===== src/rtl/router_pkg.sv =====
// Shared router definitions.
// Holds port count, destination-field width, the one-hot request codes shared
// with round_robin_arbiter, the buffer occupancy-state enum and small helpers
// for locating and decoding the destination field of a flit.
package router_pkg;

  localparam int PORT_NUM   = 4;
  localparam int PORT_SEL_W = 2;

  typedef logic [PORT_NUM-1:0]   req_t;
  typedef logic [PORT_SEL_W-1:0] port_sel_t;

  localparam req_t REQ_PORT0 = 4'b0001;
  localparam req_t REQ_PORT1 = 4'b0010;
  localparam req_t REQ_PORT2 = 4'b0100;
  localparam req_t REQ_PORT3 = 4'b1000;

  typedef enum logic [1:0] {
    ST_EMPTY,
    ST_ACTIVE,
    ST_FULL
  } buf_state_e;

  // The destination port index occupies the top PORT_SEL_W bits of a flit.
  function automatic int dest_lsb(input int data_width);
    return data_width - PORT_SEL_W;
  endfunction

  function automatic req_t port_onehot(input port_sel_t sel);
    case (sel)
      2'd0:    return REQ_PORT0;
      2'd1:    return REQ_PORT1;
      2'd2:    return REQ_PORT2;
      default: return REQ_PORT3;
    endcase
  endfunction

endpackage


===== src/rtl/router_input_buffer_if.sv =====
// Handshake bundle of one router input buffer.
//   in_valid / in_ready / in_data : upstream flit handshake
//   req / grant                   : one-hot request to and grant from the arbiters
//   out_data                      : head flit forwarded downstream
// Modports: slave = the buffer, master = whatever drives it (upstream + arbiters).
interface router_input_buffer_if #(
  parameter int DATA_WIDTH = 64
);
  import router_pkg::*;

  logic                  in_valid;
  logic                  in_ready;
  logic [DATA_WIDTH-1:0] in_data;
  req_t                  req;
  req_t                  grant;
  logic [DATA_WIDTH-1:0] out_data;

  modport master (
    output in_valid, in_data, grant,
    input  in_ready, req, out_data
  );

  modport slave (
    input  in_valid, in_data, grant,
    output in_ready, req, out_data
  );

endinterface


===== src/rtl/sync_fifo.sv =====
// Single-clock FIFO: storage, read/write pointers and occupancy count.
// Ports:
//   clk, rst_n   clock; asynchronous reset, active-high despite its name
//   push_i       write wr_data_i (ignored when full)
//   pop_i        drop the head entry (ignored when empty)
//   wr_data_i    data to store
//   rd_data_o    head entry (meaningful only when not empty)
//   count_o      number of stored entries, 0..DEPTH
//   empty_o      count_o == 0
module sync_fifo #(
  parameter int DATA_WIDTH = 64,
  parameter int DEPTH      = 4
) (
  input  logic                    clk,
  input  logic                    rst_n,
  input  logic                    push_i,
  input  logic                    pop_i,
  input  logic [DATA_WIDTH-1:0]   wr_data_i,
  output logic [DATA_WIDTH-1:0]   rd_data_o,
  output logic [$clog2(DEPTH):0]  count_o,
  output logic                    empty_o
);

  localparam int PTR_W = $clog2(DEPTH);
  localparam int CNT_W = PTR_W + 1;

  logic [DATA_WIDTH-1:0] mem_q [DEPTH];
  logic [PTR_W-1:0]      wr_ptr_q;
  logic [PTR_W-1:0]      rd_ptr_q;
  logic [CNT_W-1:0]      count_q;
  logic [CNT_W-1:0]      count_d;
  logic                  full;
  logic                  do_push;
  logic                  do_pop;

  assign full    = (count_q == CNT_W'(DEPTH));
  assign empty_o = (count_q == '0);
  assign do_push = push_i && !full;
  assign do_pop  = pop_i && !empty_o;

  always_comb begin
    // NOTE: default first so every path assigns count_d and no latch is inferred.
    count_d = count_q;
    if (do_push && !do_pop) begin
      count_d = count_q + CNT_W'(1);
    end else if (do_pop && !do_push) begin
      count_d = count_q - CNT_W'(1);
    end
  end

  // DEPTH is a power of two, so the pointers wrap DEPTH-1 -> 0 by overflow.
  always_ff @(posedge clk or posedge rst_n) begin
    if (rst_n) begin
      // NOTE: non-blocking assignments in clocked blocks so every register samples pre-edge values.
      wr_ptr_q <= '0;
      rd_ptr_q <= '0;
      count_q  <= '0;
    end else begin
      if (do_push) wr_ptr_q <= wr_ptr_q + PTR_W'(1);
      if (do_pop)  rd_ptr_q <= rd_ptr_q + PTR_W'(1);
      count_q <= count_d;
    end
  end

  // NOTE: storage has no reset; count/pointers gate its use, so contents after reset don't matter.
  always_ff @(posedge clk) begin
    if (do_push) mem_q[wr_ptr_q] <= wr_data_i;
  end

  assign rd_data_o = mem_q[rd_ptr_q];
  assign count_o   = count_q;

endmodule


===== src/rtl/router_input_buffer.sv =====
// Per-input-port flit buffer of the router, upstream of round_robin_arbiter.
// Queues flits, decodes the head flit's destination into a one-hot request,
// pops the head when the matching grant returns, and flags protocol errors.
// Ports:
//   clk        single clock, rising edge
//   rst_n      asynchronous reset, ACTIVE-HIGH (1 clears all state)
//   bus        router_input_buffer_if.slave: in_valid/in_ready/in_data,
//              req/grant, out_data
//   occupancy  number of stored flits, 0..DEPTH
//   err        sticky: grant mismatch or loopback head flit seen
module router_input_buffer
  import router_pkg::*;
#(
  parameter int DATA_WIDTH = 64,
  parameter int DEPTH      = 4,
  parameter int PORT_ID    = 0
) (
  input  logic                   clk,
  input  logic                   rst_n,
  router_input_buffer_if.slave   bus,
  output logic [$clog2(DEPTH):0] occupancy,
  output logic                   err
);

  localparam int CNT_W    = $clog2(DEPTH) + 1;
  localparam int DEST_LSB = dest_lsb(DATA_WIDTH);

  logic [DATA_WIDTH-1:0] head;
  logic [CNT_W-1:0]      count;
  logic                  empty;
  port_sel_t             head_dest;
  req_t                  req;
  logic                  push;
  logic                  pop;
  logic                  grant_mismatch;
  logic                  loopback;

  buf_state_e            state_q;
  buf_state_e            state_d;
  logic                  in_ready_q;
  logic                  err_q;

  sync_fifo #(
    .DATA_WIDTH (DATA_WIDTH),
    .DEPTH      (DEPTH)
  ) u_fifo (
    .clk       (clk),
    .rst_n     (rst_n),
    .push_i    (push),
    .pop_i     (pop),
    .wr_data_i (bus.in_data),
    .rd_data_o (head),
    .count_o   (count),
    .empty_o   (empty)
  );

  // req/out_data depend only on registered FIFO state, so they move on clock edges only.
  assign head_dest = head[DEST_LSB +: PORT_SEL_W];
  assign req       = empty ? '0 : port_onehot(head_dest);

  // in_ready is a registered FSM output and never looks at grant, so a pop
  // cannot reopen a full buffer in the same cycle.
  assign push = bus.in_valid && in_ready_q;
  assign pop  = (bus.grant == req) && (req != '0);

  assign grant_mismatch = (bus.grant != '0) && (bus.grant != req);
  assign loopback       = !empty && (head_dest == port_sel_t'(PORT_ID));

  always_comb begin
    state_d = state_q;
    unique case (state_q)
      ST_EMPTY: begin
        if (push) state_d = ST_ACTIVE;
      end
      ST_ACTIVE: begin
        if (push && !pop && count == CNT_W'(DEPTH - 1)) begin
          state_d = ST_FULL;
        end else if (pop && !push && count == CNT_W'(1)) begin
          state_d = ST_EMPTY;
        end
      end
      ST_FULL: begin
        if (pop) state_d = ST_ACTIVE;
      end
      default: state_d = ST_EMPTY;
    endcase
  end

  always_ff @(posedge clk or posedge rst_n) begin
    if (rst_n) begin
      state_q    <= ST_EMPTY;
      in_ready_q <= 1'b1;
      err_q      <= 1'b0;
    end else begin
      state_q    <= state_d;
      in_ready_q <= (state_d != ST_FULL);
      err_q      <= err_q | grant_mismatch | loopback;
    end
  end

  assign bus.in_ready = in_ready_q;
  assign bus.req      = req;
  assign bus.out_data = empty ? '0 : head;
  assign occupancy    = count;
  assign err          = err_q;

endmodule

===== src/flat_wrapper.sv =====
// flat-port wrapper written by rule: the top's interface ports become plain ports
module router_input_buffer_flat import router_pkg::*;
#(
  parameter int DATA_WIDTH = 64,
  parameter int DEPTH      = 4,
  parameter int PORT_ID    = 0
)
  (clk, rst_n, occupancy, err, bus_in_valid, bus_in_data, bus_grant, bus_in_ready, bus_req, bus_out_data);
  router_input_buffer_if #(.DATA_WIDTH(DATA_WIDTH)) bus_i ();
  input  logic clk;
  input  logic rst_n;
  output logic [$clog2(DEPTH):0] occupancy;
  output logic err;
  input wire logic [$bits(bus_i.in_valid)-1:0] bus_in_valid;
  input wire logic [$bits(bus_i.in_data)-1:0] bus_in_data;
  input wire logic [$bits(bus_i.grant)-1:0] bus_grant;
  output wire logic [$bits(bus_i.in_ready)-1:0] bus_in_ready;
  output wire logic [$bits(bus_i.req)-1:0] bus_req;
  output wire logic [$bits(bus_i.out_data)-1:0] bus_out_data;
  assign bus_i.in_valid = bus_in_valid;
  assign bus_i.in_data = bus_in_data;
  assign bus_i.grant = bus_grant;
  assign bus_in_ready = bus_i.in_ready;
  assign bus_req = bus_i.req;
  assign bus_out_data = bus_i.out_data;
  router_input_buffer #(.DATA_WIDTH(DATA_WIDTH), .DEPTH(DEPTH), .PORT_ID(PORT_ID)) u_core (.clk(clk), .rst_n(rst_n), .bus(bus_i), .occupancy(occupancy), .err(err));
endmodule

===== config.mk =====
export PLATFORM = sky130hd
export DESIGN_NAME = router_input_buffer_flat
export DESIGN_NICKNAME = d
export VERILOG_FILES = /design/src/rtl/router_pkg.sv /design/src/rtl/router_input_buffer_if.sv /design/src/rtl/sync_fifo.sv /design/src/rtl/router_input_buffer.sv /design/src/flat_wrapper.sv
export SDC_FILE = /design/constraint.sdc
export NUM_CORES = 1
export LEC_CHECK = 0
export CAP_MARGIN = 20
export CELL_PAD_IN_SITES_DETAIL_PLACEMENT = 0
export CELL_PAD_IN_SITES_GLOBAL_PLACEMENT = 1
export CORE_UTILIZATION = 40
export DETAILED_ROUTE_END_ITERATION = 10
export PLACE_DENSITY = 0.75
export SETUP_SLACK_MARGIN = 0.1
export SKIP_CTS_REPAIR_TIMING = 1
export SLEW_MARGIN = 20
export SYNTH_ARGS = -nofsm -noshare
export SYNTH_HDL_FRONTEND = slang
export SYNTH_SLANG_ARGS = --single-unit

===== constraint.sdc =====
create_clock -name clk -period 3.5 [get_ports clk]
set_clock_uncertainty 0.15 [all_clocks]
set_input_delay 0.35 -clock clk [delete_from_list [all_inputs] [get_ports clk]]
set_output_delay 0.35 -clock clk [all_outputs]
set_load 0.03 [all_outputs]

# == Yosys cells after proc, flatten, opt, wreduce, memory -nomap -nowiden ==
# Memories as Yosys holds them, arrays and structs flattened.
# Index checks and enable logic that the tools add are counted.
# word_totals
memories,1
mem_bits_rw,256
in_bits,71
elab_cells,59
ff_bits,11
out_inout_bits,73
# memory_table
memory,words,word_bits,rd,rd_ports_with_merged_regs,wr,line,rtl
u_core.u_fifo.mem_q,4,64,1,0,1,sync_fifo.sv:27,logic [DATA_WIDTH-1:0] mem_q [DEPTH];
# op_classes
bitwise_logic,2
eq_ne,10
reduce_logical,24
n_mux,12
add_sub_neg,4
# op_table
cell,n
2-to-1 mux 64 bit,1
logical AND 1 bit,12
case mux 4 bit (3 select lines),1
2-to-1 mux 2 bit,4
nonzero test 4 bit,2
logical NOT 1 bit,6
2-to-1 mux 3 bit,2
case mux 2 bit (3 select lines),1
"adder 2 x 1 -> 2 bit, second input constant",2
"== test 2 x 1 -> 1 bit, second input constant",2
"== test 2 bit, second input constant",2
== test 4 bit,1
logical NOT 2 bit,2
2-to-1 mux 4 bit,1
inequality test 4 bit,1
"adder 3 x 1 -> 3 bit, second input constant",1
"== test 3 x 1 -> 1 bit, second input constant",1
"== test 3 x 2 -> 1 bit, second input constant",1
"== test 3 bit, second input constant",1
logical NOT 3 bit,1
"subtractor 3 x 1 -> 3 bit, second input constant",1
2-to-1 mux 1 bit,2
"inequality test 2 bit, second input constant",1
bitwise OR 1 bit,2
nonzero test 2 bit,1

# == Depth between registers and ports, before layout ==
# Gate-level depths: netlist (run 1).
# An unclocked memory read counts as a cell.
# logic_depth
depth_word,12
depth_mapped,10
ltp_nobuf,9

# == Cells and area by module ==
# A second synthesis (run 1) with hierarchy kept.
# hier_totals
cells_unflattened,474
hier_area_um2,10392.5
# modules_own_cells
mod,cells_per_inst,area_each_um2,seq_area_each_um2,n_inst
sync_fifo,369,9644.2,7862.5,1
router_input_buffer,105,748.2,101.3,1

# == Least setup slack after synthesis (run 1) ==
# No wires, ideal clock.
# synth_timing
kind,flip-flop to flip-flop
start,"register u_core.u_fifo.count_q[0], in the netlist u_core.u_fifo.count_o[0]"
end,memory u_core.u_fifo.mem_q[2][0] (enable)
required_time_ps,2921
arrival_time_ps,2812
stages_incl_launch_ff,5
synth_period_minus_slack_ps,3390
path_slack_ps,110
setup_ps,429
path_buffers,0
path_cell_list,dfrtp_1 -> inv_1 -> ha_1 -> a21oi_1 -> and2_1
# synth_via
elab_chain_cells,5
# synth_lines
item,line,rtl
start: declaration,sync_fifo.sv:30,logic [CNT_W-1:0] count_q;
start signal: assignment,sync_fifo.sv:61,count_q <= count_d;
== test 3 bit,sync_fifo.sv:36,assign full = (count_q == CNT_W'(DEPTH));
logical NOT 1 bit,sync_fifo.sv:38,assign do_push = push_i && !full;
logical AND 1 bit,sync_fifo.sv:38,
named net u_core.u_fifo.do_push,sync_fifo.sv:33,logic do_push;
2-to-1 mux 1 bit,sync_fifo.sv:67,if (do_push) mem_q[wr_ptr_q] <= wr_data_i;
2-to-1 mux 1 bit (implied by the code),sync_fifo.sv:67,
end: declaration,sync_fifo.sv:27,
# The timed path passes the listed nets, and every way through them passes these cells.

# == Worst setup path after layout (run 1) ==
# layout_timing
start,register u_core.u_fifo.rd_ptr_q[0]
end,output bus_out_data[26]
# layout_via
elab_chain_cells,2
# layout_lines
item,line,rtl
start: declaration,sync_fifo.sv:29,logic [PTR_W-1:0] rd_ptr_q;
start signal: assignment,sync_fifo.sv:60,if (do_pop) rd_ptr_q <= rd_ptr_q + PTR_W'(1);
memory read (4 x 64 bit),--,
2-to-1 mux 64 bit,router_input_buffer.sv:103,assign bus.out_data = empty ? '0 : head;
end: declaration,flat_wrapper.sv:19,output wire logic [$bits(bus_i.out_data)-1:0] bus_out_data;
# No other way between the ends.

==> metrics.txt, run 1 <==
number of global-route vias before repair=5617; Post-synth EDFFs=256; CTS sink count=267; failing checks=hold timing; FF+latch count, synth=267; area share of the largest cell type after synthesis=0.743; DP Area=0.0123 mm2; worst skew pair latency=520 ps; diodes inserted=0; Seq/Total Area, Yosys=0.769; top cells by area, synth=edfxtp_1 74%, mux4_2 14%, and2_1 4.0%; DIE WIDTH=163 um; max_cap viols=0; CP startpoint kind=register; top cells by count, synth=256 x edfxtp_1, 67 x and2_1, 64 x mux4_2; fill count=2017; non-filler cells, final=1007; Final setup viols=0; CP endpoint kind=primary output; vias per cell=5.10; Max-Slew Margin vs Limit=0.533; Final #Nets=739; Worst-Margin Slew=700 ps; grt ovf=0; TNS Setup=0 ps; period utilization=0.947; synthesized netlist cell count=486; first-pass GRT wire length=31.0 mm; Setup CP Type=reg -> out; ys flop type=edfxtp_1; Synth Cell Area=0.0103 mm2; Die H=163 um; Syn Area/Cell=21.3 um2; layout cells sized above 1=0.194; Post-synth ARST share=0.0412; PD cells=945 mW/mm2; First-pass DRT Iterations=5; Syn. warnings=0; Min-Delay Path Class=in -> async; CP max FO=26; port buffer count=143; hold_ws=-9.74 ps; Initial Util=0.410; core area=0.0253 mm2; dpl cells=947; Layout area overhead=27.7%; row cnt=58; Die Area=0.0265 mm2; Leak Pwr=0.00439 uW; RSZ-0062 raised after global routing=yes; CTS tree=yes; syn nets=567; CTS Buf Count=28; most frequent cell after synthesis=edfxtp_1; DRC=0; DR iter-0 viols=289; largest net degree at the start of global routing=65; IO Count=144; DR WL/cell=19.7 um; worst path required time=3000 ps; VDD IR max=609 uV; GR Util All Layers=0.153; clk buf depth=3; Slew Limit Fails=0; post-layout power=12500 uW; initial antenna violation count=0; Antenna Violating Nets Remaining=0; post-route cell area=0.0132 mm2; H-tree levels=1; clock transition at the registers of the reported paths=60 ps; status=finished, violations left; Root Buffer=clkbuf_16; Hold Vio Cnt, Final=9; synth unique cells=28; Final Routed Wirelength=19.9 mm; crit path time final=3320 ps; Final Wtd Congestion=0.753; largest area contributor in the netlist=edfxtp_1; hpwl dp=11.3 mm; Arr. time, crit path=2820 ps; Peak Freq=0.302 GHz; Vias=5136
## state kept, by name (all words and copies together) (netlist names)
| signal | cells |
|---|---|
| u_core.u_fifo.mem_q | 256 |
| u_core.u_fifo.count_o | 3 |
| u_core.state_q | 2 |
| u_core.u_fifo.rd_ptr_q | 2 |
| u_core.u_fifo.wr_ptr_q | 2 |
| u_core.bus.in_ready | 1 |
| u_core.err | 1 |
## path summary, 6_finish.rpt
path	start	endpoint	slack [ps]	cells past startpoint
max in group asynchronous	rst_n	u_core.u_fifo.rd_ptr_q[0]	2850	2
hold reg to reg	u_core.err	u_core.err	320	2
setup / recovery	u_core.u_fifo.rd_ptr_q[0]	bus_out_data[26]	180	5
setup reg to reg	u_core.u_fifo.rd_ptr_q[0]	u_core.u_fifo.count_o[2]	300	7
min in group clk	bus_in_data[25]	u_core.u_fifo.mem_q[3][25]	310	1
hold / removal	rst_n	u_core.state_q[0]	-10	2
## worst max-delay path, cell delays in order (launching register included)
cell             delay, ps
dfrtp_4                560
buf_4                  170
buf_12                 220
mux4_2                 530
and2_1                 190
clkdlybuf4s50_1        600
## area by class of cell
cell class | instances | area [um2] | share of cell area
Inverter | 10 | 37.5 | 0.00284
Sequential cell | 267 | 7970 | 0.603
Timing Repair Buffer | 164 | 1700 | 0.128
Clock buffer | 34 | 744 | 0.0563
Clock inverter | 15 | 92.6 | 0.00700
Multi-Input combinational cell | 187 | 2260 | 0.171
Tap cell | 330 | 413 | 0.0312
## through the flow
stage | setup slack (ps) | utilization
CTS | -106 | 0.519
finish | 185 | 0.523
global route | 66.4 | 0.523
global placement | 366 | 0.486
floorplan | 110 | -
detailed placement | 363 | 0.486
## cell families (layout without fill, tap and decap cells)
logic type / after synthesis / after routing / synth area share
DFF: 267 / 267 / 0.769
and+or+nand+nor: 92 / 92 / 0.0525
muxes: 65 / 65 / 0.140
buffers and inverters: 32 / 223 / 0.0131
AOI/OAI and AO/OA: 15 / 15 / 0.00834
adders and majority gates: 10 / 10 / 0.0121
xor gates and xnor gates: 5 / 5 / 0.00423
## layout by cell type, fill, tap and decap left out, drive strengths merged, types with 7 or more instances in the layout
cell           instances
edfxtp               256
clkdlybuf4s50        141
and2                  67
mux4                  64
clkbuf                35
buf                   20
clkinv                13
inv                   10
ha                    10
dfrtp                 10
nor2                   9
o21ai                  8
nand2                  7
## where the power goes
| part | leakage, uW | total [uW] | internal [uW] | switching, uW |
|---|---|---|---|---|
| clock network | 0.000410 | 2680 | 1570 | 1110 |
| logic | 0.00152 | 5340 | 2450 | 2890 |
| registers | 0.00247 | 4480 | 4240 | 234 |
## routing by layer
metal  track usage  share of wire  routed length, um
met5             0              0                  0
met4        0.0331          0.016                311
met3        0.0344          0.068               1350
met2         0.266           0.49               9750
met1         0.197           0.43               8460
Note: power is estimated with default switching activity, not from simulation.
==> run 2, diff against run 1 <==
- CAP_MARGIN: 20 -> unset
==> results of run 2 <==
No change in the layout: final DEF, timing and power equal those of run 1.
==> run 3, diff against run 2 <==
- SETUP_SLACK_MARGIN: 0.1 -> 0.3
- SLEW_MARGIN: 20 -> unset
==> metrics.txt, run 3 (synthesized netlist as in run 1, its figures left out) <==
status=finished, violations left; failing checks=hold timing; sequential power share=0.349; PD cells=959 mW/mm2; Final #Nets=732; Max-Slew Margin vs Limit=0.540; number of global-route vias before repair=5480; Min-Delay Path Class=in -> async; CP max FO=23; CP endpoint kind=primary output; dpl cells=950; worst path required time=3000 ps; Initial Util=0.410; clk buf depth=3; GR Util All Layers=0.155; DP Area=0.0123 mm2; CTS sink count=267; IO Count=144; worst skew pair latency=530 ps; Net Sw Power=4300 uW; RSZ-0062 raised after global routing=yes; DRC=0; largest net degree at the start of global routing=65; Clk pwr share=0.235; Die H=163 um; CP top delay family=buffers and inverters; Peak Freq=0.322 GHz; diodes inserted=0; clock transition at the registers of the reported paths=60 ps; Final setup viols=0; Arr. time, crit path=2610 ps; CTS Buf Count=28; DR WL/cell=20.3 um; period utilization=0.888; Setup CP Type=reg -> out; sw frac=0.336; H-tree levels=1; max_cap viols=0; CP cell instances=clkbuf_16 -> mux4_2 -> and2_1 -> clkdlybuf4s50_1; slowest CP cell=clkdlybuf4s50_1; Final Wtd Congestion=0.725; most frequent cells in the layout=256 x edfxtp_1, 130 x clkdlybuf4s50_1, 64 x mux4_2, 63 x and2_1, 29 x clkbuf_16; layout cells sized above 1=0.189; Worst-Margin Slew=689 ps; Hold Vio Cnt, Final=8; Vias=5059; Comb pwr share=0.415; Layout area overhead=28.7%; register name with the most flops=u_core.u_fifo.mem_q; Slew Limit Fails=0; most common cell after layout, fill and taps aside=edfxtp_1; Max stage delay on crit path=590 ps; vias per cell=5.05; First-pass DRT Iterations=4; row cnt=58; CP Buf/Inv Count=2; Reg2Reg Setup Slack=490 ps; Root Buffer=clkbuf_16; initial antenna violation count=0; VDD IR max=535 uV; non-filler cells, final=1002; first-pass GRT wire length=31.0 mm; DIE WIDTH=163 um; Leak Pwr=0.00455 uW; Final Routed Wirelength=20.3 mm; port buffer count=143; post-route cell area=0.0133 mm2; core area=0.0253 mm2; hpwl dp=11.9 mm; DR iter-0 viols=230; CTS tree=yes; Antenna Violating Nets Remaining=0; crit path time final=3110 ps; P_int=8480 uW; Die Area=0.0265 mm2; grt ovf=0; hold_ws=-5.89 ps; CP startpoint kind=register; Largest register FFs=256
==> run 3: power groups by stage <==
stage	clock, uW	combinational (uW)	sequential, uW
floorplan	0	3320	4460
global placement	0	5280	4480
detailed placement	0	5310	4520
CTS	3080	5340	4460
global route	3190	5660	4530
finish	3010	5310	4470
==> run 3: area by class of cell <==
class | count | area [um2]
fill | 2022 | 11900
tap | 330 | 413
multi-input combinational | 187 | 2260
clock inverter | 16 | 220
sequential | 267 | 7970
timing repair buffer | 157 | 1690
inverter | 10 | 37.5
clock buffer | 35 | 727
==> run 3: final timing paths <==
path / from / end / depth (start not counted)
max in group asynchronous: rst_n / u_core.u_fifo.rd_ptr_q[0] / 2
min in group clk: bus_in_data[61] / u_core.u_fifo.mem_q[0][61] / 1
max: u_core.u_fifo.rd_ptr_q[0] / bus_out_data[35] / 4
min reg2reg: u_core.err / u_core.err / 2
max reg2reg: u_core.u_fifo.rd_ptr_q[0] / u_core.u_fifo.count_o[2] / 6
min: rst_n / u_core.u_fifo.count_o[0] / 2
==> run 3: routing by layer <==
| layer | part of all wire | track usage | wire, um |
|---|---|---|---|
| met1 | 0.43 | 0.199 | 8720 |
| met2 | 0.51 | 0.270 | 10300 |
| met3 | 0.053 | 0.0303 | 1090 |
| met4 | 0.013 | 0.0370 | 259 |
| met5 | 0 | 0 | 0 |
==> run 3: metrics by stage <==
| step | power, uW | setup slack [ps] | utilization | TNS, ps |
|---|---|---|---|---|
| 2_1_floorplan | 7780 | 761 | - | 0 |
| 3_3_place_gp | 9760 | 511 | 0.486 | 0 |
| 3_5_place_dp | 9840 | 509 | 0.486 | 0 |
| 4_1_cts | 12900 | -23.3 | 0.524 | -23.3 |
| 5_1_grt | 13400 | 296 | 0.528 | 0 |
| 6_report | 12800 | 392 | 0.528 | 0 |
==> run 3: worst reg2reg max path, delay by kind of cell (launching register included) <==
family / cells / cell delay, ps
compound gates: 3 / 760
simple gates: 1 / 500
fa+ha+maj: 1 / 400
mux: 1 / 600
flops: 1 / 490
